$ cat src/rtl/bp_me_cce_lat_stats.sv
// bp_me_cce_lat_stats
// Multi-outstanding CCE request latency tracker. Follows up to num_slots_p
// in-flight LCE requests by LCE id. For each op (RD/WR/UC_RD/UC_WR) it keeps
// the completed count and the total, minimum and maximum latency. It also
// raises sticky flags on protocol anomalies. It only observes the CCE and
// never applies backpressure.
//
// Ports
//   clk_i, reset_n_i          clock, synchronous active-low reset
//   start_v/id/op_i           a request begins (op: 0=RD 1=WR 2=UC_RD 3=UC_WR)
//   end_v/id_i                a request completes
//   clr_i                     clear statistics and sticky flags (slots kept)
//   rd_op_i                   op whose statistics drive count/sum/min/max_o
//   count_o/sum_o/min_o/max_o statistics for rd_op_i
//   busy_o                    slot-valid vector
//   overflow_o/dup_o/orphan_o sticky anomaly flags
module bp_me_cce_lat_stats #(
    parameter int num_slots_p = 4,
    parameter int id_width_p  = 4,
    parameter int cnt_width_p = 32,
    parameter int sum_width_p = 48
) (
    input  logic                   clk_i,
    input  logic                   reset_n_i,
    input  logic                   start_v_i,
    input  logic [id_width_p-1:0]  start_id_i,
    input  logic [1:0]             start_op_i,
    input  logic                   end_v_i,
    input  logic [id_width_p-1:0]  end_id_i,
    input  logic                   clr_i,
    input  logic [1:0]             rd_op_i,
    output logic [cnt_width_p-1:0] count_o,
    output logic [sum_width_p-1:0] sum_o,
    output logic [cnt_width_p-1:0] min_o,
    output logic [cnt_width_p-1:0] max_o,
    output logic [num_slots_p-1:0] busy_o,
    output logic                   overflow_o,
    output logic                   dup_o,
    output logic                   orphan_o
);

    function automatic logic [cnt_width_p-1:0] sat_inc(input logic [cnt_width_p-1:0] v);
        return (v == {cnt_width_p{1'b1}}) ? v : v + {{(cnt_width_p-1){1'b0}}, 1'b1};
    endfunction

    logic [num_slots_p-1:0] valid_r;
    logic [id_width_p-1:0]  id_r  [num_slots_p];
    logic [1:0]             op_r  [num_slots_p];
    logic [cnt_width_p-1:0] age_r [num_slots_p];

    logic [num_slots_p-1:0] retire_s;
    logic [num_slots_p-1:0] alloc_s;
    logic [num_slots_p-1:0] free_s;
    logic                   hit_s;
    logic                   dup_s;
    logic                   ovf_s;
    logic [1:0]             hit_op_s;
    logic [cnt_width_p-1:0] hit_lat_s;

    logic                   lat_v_r;
    logic [1:0]             lat_op_r;
    logic [cnt_width_p-1:0] lat_r;

    logic [cnt_width_p-1:0] count_r [4];
    logic [sum_width_p-1:0] sum_r   [4];
    logic [cnt_width_p-1:0] min_r   [4];
    logic [cnt_width_p-1:0] max_r   [4];

    logic [sum_width_p:0]   sum_ext_s;
    logic [sum_width_p-1:0] sum_next_s;

    logic                   overflow_r;
    logic                   dup_r;
    logic                   orphan_r;

    // End match, duplicate detection and lowest-index free-slot allocation.
    // The age register holds L-1 on the cycle a request ends, so the latency
    // is age+1 (saturating). That makes the minimum latency 1.
    always_comb begin
        logic found;
        logic [num_slots_p-1:0] inflight;
        found     = 1'b0;
        inflight  = '0;
        retire_s  = '0;
        alloc_s   = '0;
        hit_op_s  = 2'b00;
        hit_lat_s = '0;
        for (int i = 0; i < num_slots_p; i++) begin
            retire_s[i] = end_v_i & valid_r[i] & (id_r[i] == end_id_i);
            hit_op_s    = hit_op_s | ({2{retire_s[i]}} & op_r[i]);
            hit_lat_s   = hit_lat_s | ({cnt_width_p{retire_s[i]}} & sat_inc(age_r[i]));
        end
        hit_s  = |retire_s;
        free_s = ~valid_r | retire_s;
        for (int i = 0; i < num_slots_p; i++) begin
            inflight[i] = valid_r[i] & ~retire_s[i] & (id_r[i] == start_id_i);
        end
        dup_s = start_v_i & (|inflight);
        ovf_s = start_v_i & ~dup_s & ~(|free_s);
        for (int i = 0; i < num_slots_p; i++) begin
            alloc_s[i] = start_v_i & ~dup_s & free_s[i] & ~found;
            found      = found | free_s[i];
        end
    end

    // Slot state: allocate, retire, or age the valid slots with saturation.
    always_ff @(posedge clk_i) begin
        if (!reset_n_i) begin
            valid_r <= '0;
            for (int i = 0; i < num_slots_p; i++) begin
                id_r[i]  <= '0;
                op_r[i]  <= 2'b00;
                age_r[i] <= '0;
            end
        end else begin
            for (int i = 0; i < num_slots_p; i++) begin
                if (alloc_s[i]) begin
                    valid_r[i] <= 1'b1;
                    id_r[i]    <= start_id_i;
                    op_r[i]    <= start_op_i;
                    age_r[i]   <= '0;
                end else if (retire_s[i]) begin
                    valid_r[i] <= 1'b0;
                end else if (valid_r[i]) begin
                    age_r[i]   <= sat_inc(age_r[i]);
                end
            end
        end
    end

    // One register stage between the end match and the statistics update.
    always_ff @(posedge clk_i) begin
        if (!reset_n_i) begin
            lat_v_r  <= 1'b0;
            lat_op_r <= 2'b00;
            lat_r    <= '0;
        end else begin
            lat_v_r  <= hit_s;
            lat_op_r <= hit_op_s;
            lat_r    <= hit_lat_s;
        end
    end

    // Saturating accumulate of the registered latency into its op's total.
    always_comb begin
        sum_ext_s  = {1'b0, sum_r[lat_op_r]} + {{(sum_width_p+1-cnt_width_p){1'b0}}, lat_r};
        sum_next_s = sum_ext_s[sum_width_p] ? {sum_width_p{1'b1}} : sum_ext_s[sum_width_p-1:0];
    end

    // Per-op statistics. A clear takes priority over an update in the same cycle.
    always_ff @(posedge clk_i) begin
        if (!reset_n_i || clr_i) begin
            for (int k = 0; k < 4; k++) begin
                count_r[k] <= '0;
                sum_r[k]   <= '0;
                min_r[k]   <= {cnt_width_p{1'b1}};
                max_r[k]   <= '0;
            end
        end else if (lat_v_r) begin
            count_r[lat_op_r] <= sat_inc(count_r[lat_op_r]);
            sum_r[lat_op_r]   <= sum_next_s;
            if (lat_r < min_r[lat_op_r]) min_r[lat_op_r] <= lat_r;
            if (lat_r > max_r[lat_op_r]) max_r[lat_op_r] <= lat_r;
        end
    end

    // Sticky anomaly flags, cleared together with the statistics.
    always_ff @(posedge clk_i) begin
        if (!reset_n_i || clr_i) begin
            overflow_r <= 1'b0;
            dup_r      <= 1'b0;
            orphan_r   <= 1'b0;
        end else begin
            overflow_r <= overflow_r | ovf_s;
            dup_r      <= dup_r | dup_s;
            orphan_r   <= orphan_r | (end_v_i & ~hit_s);
        end
    end

    assign count_o    = count_r[rd_op_i];
    assign sum_o      = sum_r[rd_op_i];
    assign min_o      = min_r[rd_op_i];
    assign max_o      = max_r[rd_op_i];
    assign busy_o     = valid_r;
    assign overflow_o = overflow_r;
    assign dup_o      = dup_r;
    assign orphan_o   = orphan_r;

endmodule

$ cat config.mk
export PLATFORM = sky130hd
export DESIGN_NAME = bp_me_cce_lat_stats
export DESIGN_NICKNAME = d
export VERILOG_FILES = /design/src/rtl/bp_me_cce_lat_stats.sv
export SDC_FILE = /design/constraint.sdc
export NUM_CORES = 2
export LEC_CHECK = 0
export CAP_MARGIN = 20
export CORE_ASPECT_RATIO = 0.7
export CORE_UTILIZATION = 55
export DETAILED_ROUTE_END_ITERATION = 8
export DONT_BUFFER_PORTS = 1
export PLACE_DENSITY_LB_ADDON = 0.08
export SYNTH_ARGS = -nofsm -noshare
export SYNTH_HDL_FRONTEND = slang
export SYNTH_SLANG_ARGS = --single-unit
$ cat constraint.sdc
create_clock -name clk_i -period 7.83 [get_ports clk_i]
set_clock_uncertainty 0.2 [all_clocks]
set_input_delay 0.783 -clock clk_i [delete_from_list [all_inputs] [get_ports clk_i]]
set_output_delay 0.783 -clock clk_i [all_outputs]
set_load 0.02 [all_outputs]
Word-level counts from Yosys, hierarchy flattened
Memory sizes are Yosys's and may differ from the RTL's. A register that Yosys moved wholly into a read port is not among the register bits.
Cells that the tools add are included.
{"block": "classes", "addsub": 6, "n_lt_le_gt_ge": 2, "n_eq_ne": 13, "muxes": 92, "bitwise_logic": 74, "n_reduce_logical": 13}
{"operator": "32-bit 2-to-1 mux", "n": 16}
{"operator": "32-bit by 1-bit adder with 32-bit output (second input constant)", "n": 5}
{"operator": "32-bit equality test (second input constant)", "n": 5}
{"operator": "32-bit bitwise AND", "n": 4}
{"operator": "48-bit 2-to-1 mux", "n": 2}
{"operator": "32-bit OR", "n": 3}
{"operator": "32-bit OR reduction", "n": 3}
{"operator": "1-bit 2-to-1 mux", "n": 58}
{"operator": "48-bit by 32-bit adder with 49-bit output", "n": 1}
{"operator": "48-bit OR reduction", "n": 1}
{"operator": "4-bit equality test", "n": 8}
{"operator": "32-bit > comparator", "n": 1}
{"operator": "32-bit < comparator", "n": 1}
{"operator": "1-bit bitwise AND", "n": 27}
{"operator": "2-bit 2-to-1 mux", "n": 12}
{"operator": "1-bit OR", "n": 21}
{"operator": "4-bit 2-to-1 mux", "n": 4}
{"operator": "4-bit OR reduction", "n": 3}
{"operator": "1-bit NOT", "n": 10}
{"operator": "2-bit bitwise AND", "n": 4}
{"operator": "2-bit nonzero test", "n": 4}
{"operator": "2-bit OR", "n": 3}
{"operator": "4-bit NOT", "n": 1}
{"operator": "4-bit OR", "n": 1}
{"operator": "2 further kinds", "n": 2}
{"block": "totals", "register_bits": 42, "mem_bits_rw": 728, "in_bits": 17, "output_inout_bits": 151, "wordCells": 217, "memories": 7}
{"memory": "sum_r", "words": 4, "width": 48, "rd": 2, "rd_clocked_by_memory_dff": 1, "write_ports": 4, "line_no": "65", "text": "logic [sum_width_p-1:0] sum_r [4];"}
{"memory": "age_r", "words": 4, "width": 32, "rd": 4, "rd_clocked_by_memory_dff": 0, "write_ports": 4, "line_no": "49", "text": "logic [cnt_width_p-1:0] age_r [num_slots_p];"}
{"memory": "count_r", "words": 4, "width": 32, "rd": 2, "rd_clocked_by_memory_dff": 1, "write_ports": 4, "line_no": "64", "text": "logic [cnt_width_p-1:0] count_r [4];"}
{"memory": "max_r", "words": 4, "width": 32, "rd": 2, "rd_clocked_by_memory_dff": 1, "write_ports": 4, "line_no": "67", "text": "logic [cnt_width_p-1:0] max_r [4];"}
{"memory": "min_r", "words": 4, "width": 32, "rd": 2, "rd_clocked_by_memory_dff": 1, "write_ports": 4, "line_no": "66", "text": "logic [cnt_width_p-1:0] min_r [4];"}
{"memory": "id_r", "words": 4, "width": 4, "rd": 4, "rd_clocked_by_memory_dff": 0, "write_ports": 4, "line_no": "47", "text": "logic [id_width_p-1:0] id_r [num_slots_p];"}
{"memory": "1 more memories"}

Depth between registers and ports, before layout
{"block": "depth", "ltp_word": 16, "mapped_depth": 19, "depth_no_buf": 11}

Worst setup path after synthesis
Ideal clock, no wire load.
{"block": "synth_timing", "path_kind": "flip-flop to flip-flop", "start": "register lat_op_r[0]", "end": "memory max_r[1][0], enable pin", "setup_time_ps": 466, "arrival_time_ps": 6198, "required_time_ps": 7164, "slack_ps": 966, "path_stages_with_launch": 19, "path_buffers": 8, "period_less_slack_ps": 6864, "cell_sequence": "dfxtp_1 > buf_6 > buf_12 > buf_6 > buf_6 > buf_2 > buf_1 > buf_2 > mux4_2 > ha_1 > nor2b_1 > o21a_1 > o211ai_1 > a211oi_1 > o211a_1 > o21ai_1 > or2_2 > clkbuf_1 > o21ai_0"}
{"item": "start: declaration", "line_no": "61", "text": "logic [1:0] lat_op_r;"}
{"item": "start signal: assignment", "line_no": "139", "text": "lat_op_r <= hit_op_s;"}
{"item": "end: declaration", "line_no": "67"}

==> impl_results.md <==
* Synthesized cell area at 42,200 µm²
* Post-Syn Instances at 3,361
* Setup WS post-layout at 1.85 ns
* Min cycle time layout at 5.98 ns
* Async SR Flop Fraction at 0
* Reg-to-reg endpoint: max_r[1][6]$_SDFFCE_PN0P_
* # DRC at 0
* Initial antenna violation count at 3
* Worst hold path depth at 1
* Maximum VDD drop at 0.157 mV
* DRT iter0 DRCs at 3,362
* Main synth FF type: edfxtp_1
* Sequential area share after synthesis at 0.538
* Synth cell types at 85
* Status: completed
* Pre-Repair DR Iteration Count at 6
* Worst-path clk slew at 0.07 ns
* Clock net sink count at 770
* Initial Util at 0.559
* DRT Wirelength at 115 mm
* First-pass GRT wire length at 172 mm
* Postcts setup bufs at 0
* Die area at 77,800 µm²
* Final period utilization at 0.764
* Via count of the first global-routing pass at 27,467
* RSZ-0062 raised after global routing: false
* Post-cts resize count at 0
* Final setup vio count at 0
* Clock buffer depth at 3
* Max Clk Rate at 167 MHz
* Fraction of layout cells with a size suffix above 1 at 0.161
* CP Class: reg -> reg
* Fin. Hold Viols at 0
* Largest net degree at the start of global routing at 145
* Mean Syn Cell Area at 12.5 µm²
* Worst-margin pin slew at 1.09 ns
* Pre-CTS setup slack at 1.80 ns
* CP Data Required Time at 7.99 ns
* Clk root buf: clkbuf_16
* WHS Endpoint: lat_r[3]$_SDFF_PN0_
* Std-Cell Rows at 84
* Total grt overflow at 0
* ANT nets after route at 0
* Max-Cap Viols at 0
* Syn Nets at 3,479
* PortBufs at 0
* Total CTS buffers at 77
* Synthesis-stage register bit count at 770
* Vias per Instance at 6.53
* Flop-to-flop setup slack at 1.85 ns
* CTS H-tree lvls at 3
* Top Ports at 168
* GR Util All Layers at 0.297
* Hold Path Class: in -> reg
* Most common cell after layout, fill and taps aside: edfxtp_1
* Launch point of the worst hold path: reset_n_i
* Core ar. at 75,500 µm²
* Die height at 234 µm
* GP Congestion at 0.924
* Syn-to-layout area delta at 8.35%
* Rel. slew slack at 0.273
* CTS tree: yes
* Worst setup SP type: flip-flop
* Die W at 333 µm
* Most frequent cells in the layout: 728 x edfxtp_1, 675 x nor2_1, 288 x mux4_2, 174 x nand2_1, 109 x xor2_1
* Yosys warns at 0
* Worst R2R Start: lat_op_r[0]$_SDFF_PN0_
* Largest driver fanout on the critical path at 37
* Worst R2R Path Depth at 12
* Post-synth EDFFs at 728
* Hold-fix buffers, CTS at 0
* WHS at 0.0867 ns
* CP arrival at 6.13 ns
* WL/cell at 26.4 µm
* Nets at 3,414
* Leakage at 0.0156 µW
* Total Neg Setup Slack at 0 ns
* Pwr Density at 197 nW/µm²
* Final slew viol count at 0
* Routed via count at 28,391
* Hpwl dp at 74.7 mm
* Power, Total at 9010 µW
* Endpoint type of the worst setup path: flip-flop
* Worst skew pair latency at 0.64 ns
metal layers:
metal / GRT usage / up-vias / wire, µm
met1: 0.436 / 14474 / 49400
li1: - / 12522 / -
met2: 0.455 / 1234 / 52200
met3: 0.0555 / 159 / 10400
met5: 0 / - / 12
met4: 0.0798 / 2 / 2690
per-stage QoR:
stage               cells  utilization  cell area (µm²)
floorplan            3361            -            42200
global route         4344        0.605            45700
global placement     4199        0.572            43200
CTS                  4341        0.605            45700
finish               4345        0.605            45700
detailed placement   4203        0.573            43200
kinds of logic (layout without fill, tap and decap cells):
logic type	after synthesis	after routing	share of synthesized area
compound gates	336	336	0.0526
simple gates	1344	1344	0.149
buf+inv	302	296	0.0295
xor+xnor	199	199	0.0415
other cells	0	1	0
mux	309	309	0.159
flops	770	770	0.538
fa+ha+maj	101	101	0.0301
state kept, by name, summed over array words and instances, names as in the netlist:
name	cells
dup_o	1
orphan_o	1
min_r	128
lat_op_r	2
sum_r	192
age_r	128
id_r	16
busy_o	4
lat_r	32
op_r	8
lat_v_r	1
overflow_o	1
max_r	128
count_r	128
critical path, stage by stage (launching register included):
cell and delay, ns:
dfxtp_4 0.92, mux4_2 0.59, inv_1 0.07, ha_1 0.23
a21o_1 0.16, a21o_1 0.17, a21o_1 0.17, a2111oi_0 0.63
o221ai_1 0.25, o21ai_2 0.81, or2_2 0.80, o21ai_4 0.25
buf_4 0.32
worst max-delay path by stage:
stage | cells past startpoint | start | endpoint
2_1_floorplan | 18 | lat_op_r[0]$_SDFF_PN0_ | max_r[1][0]$_SDFFCE_PN0P_
3_3_place_gp | 12 | lat_op_r[0]$_SDFF_PN0_ | max_r[1][14]$_SDFFCE_PN0P_
3_5_place_dp | 12 | lat_op_r[0]$_SDFF_PN0_ | max_r[1][7]$_SDFFCE_PN0P_
4_1_cts | 12 | lat_op_r[0]$_SDFF_PN0_ | max_r[2][16]$_SDFFCE_PN0P_
5_1_grt | 12 | lat_op_r[0]$_SDFF_PN0_ | max_r[2][18]$_SDFFCE_PN0P_
6_report | 12 | lat_op_r[0]$_SDFF_PN0_ | max_r[1][6]$_SDFFCE_PN0P_
area by class of cell:
class / instances / area (µm²)
inverters: 99 / 372
clock inverters: 43 / 332
flip-flops and latches: 770 / 22700
well taps: 989 / 1240
clock buffers: 95 / 2100
multi-input cells: 2289 / 18400
repair buffers: 59 / 536
diodes: 1 / 2.50
fillers: 5878 / 29800
synth_stat cells, types with 68 or more instances:
cell | count | area [µm²]
nand4_1 | 68 | 425
edfxtp_1 | 728 | 21900
xor2_1 | 109 | 955
mux4_2 | 288 | 6490
nand2_1 | 180 | 676
inv_1 | 98 | 368
xnor2_1 | 89 | 780
nor2_1 | 675 | 2530
ha_1 | 100 | 1250
nand3_1 | 84 | 420
clkbuf_1 | 153 | 574
or3_1 | 107 | 669
a21oi_1 | 85 | 425
power breakdown:
part           total [µW]  leakage [µW]  switching, µW  internal, µW
Clock                3660       0.00120           1590          2070
Sequential           4770       0.00789            111          4660
Combinational         576       0.00646            363           213
Note: power is estimated with default switching activity, not from simulation.
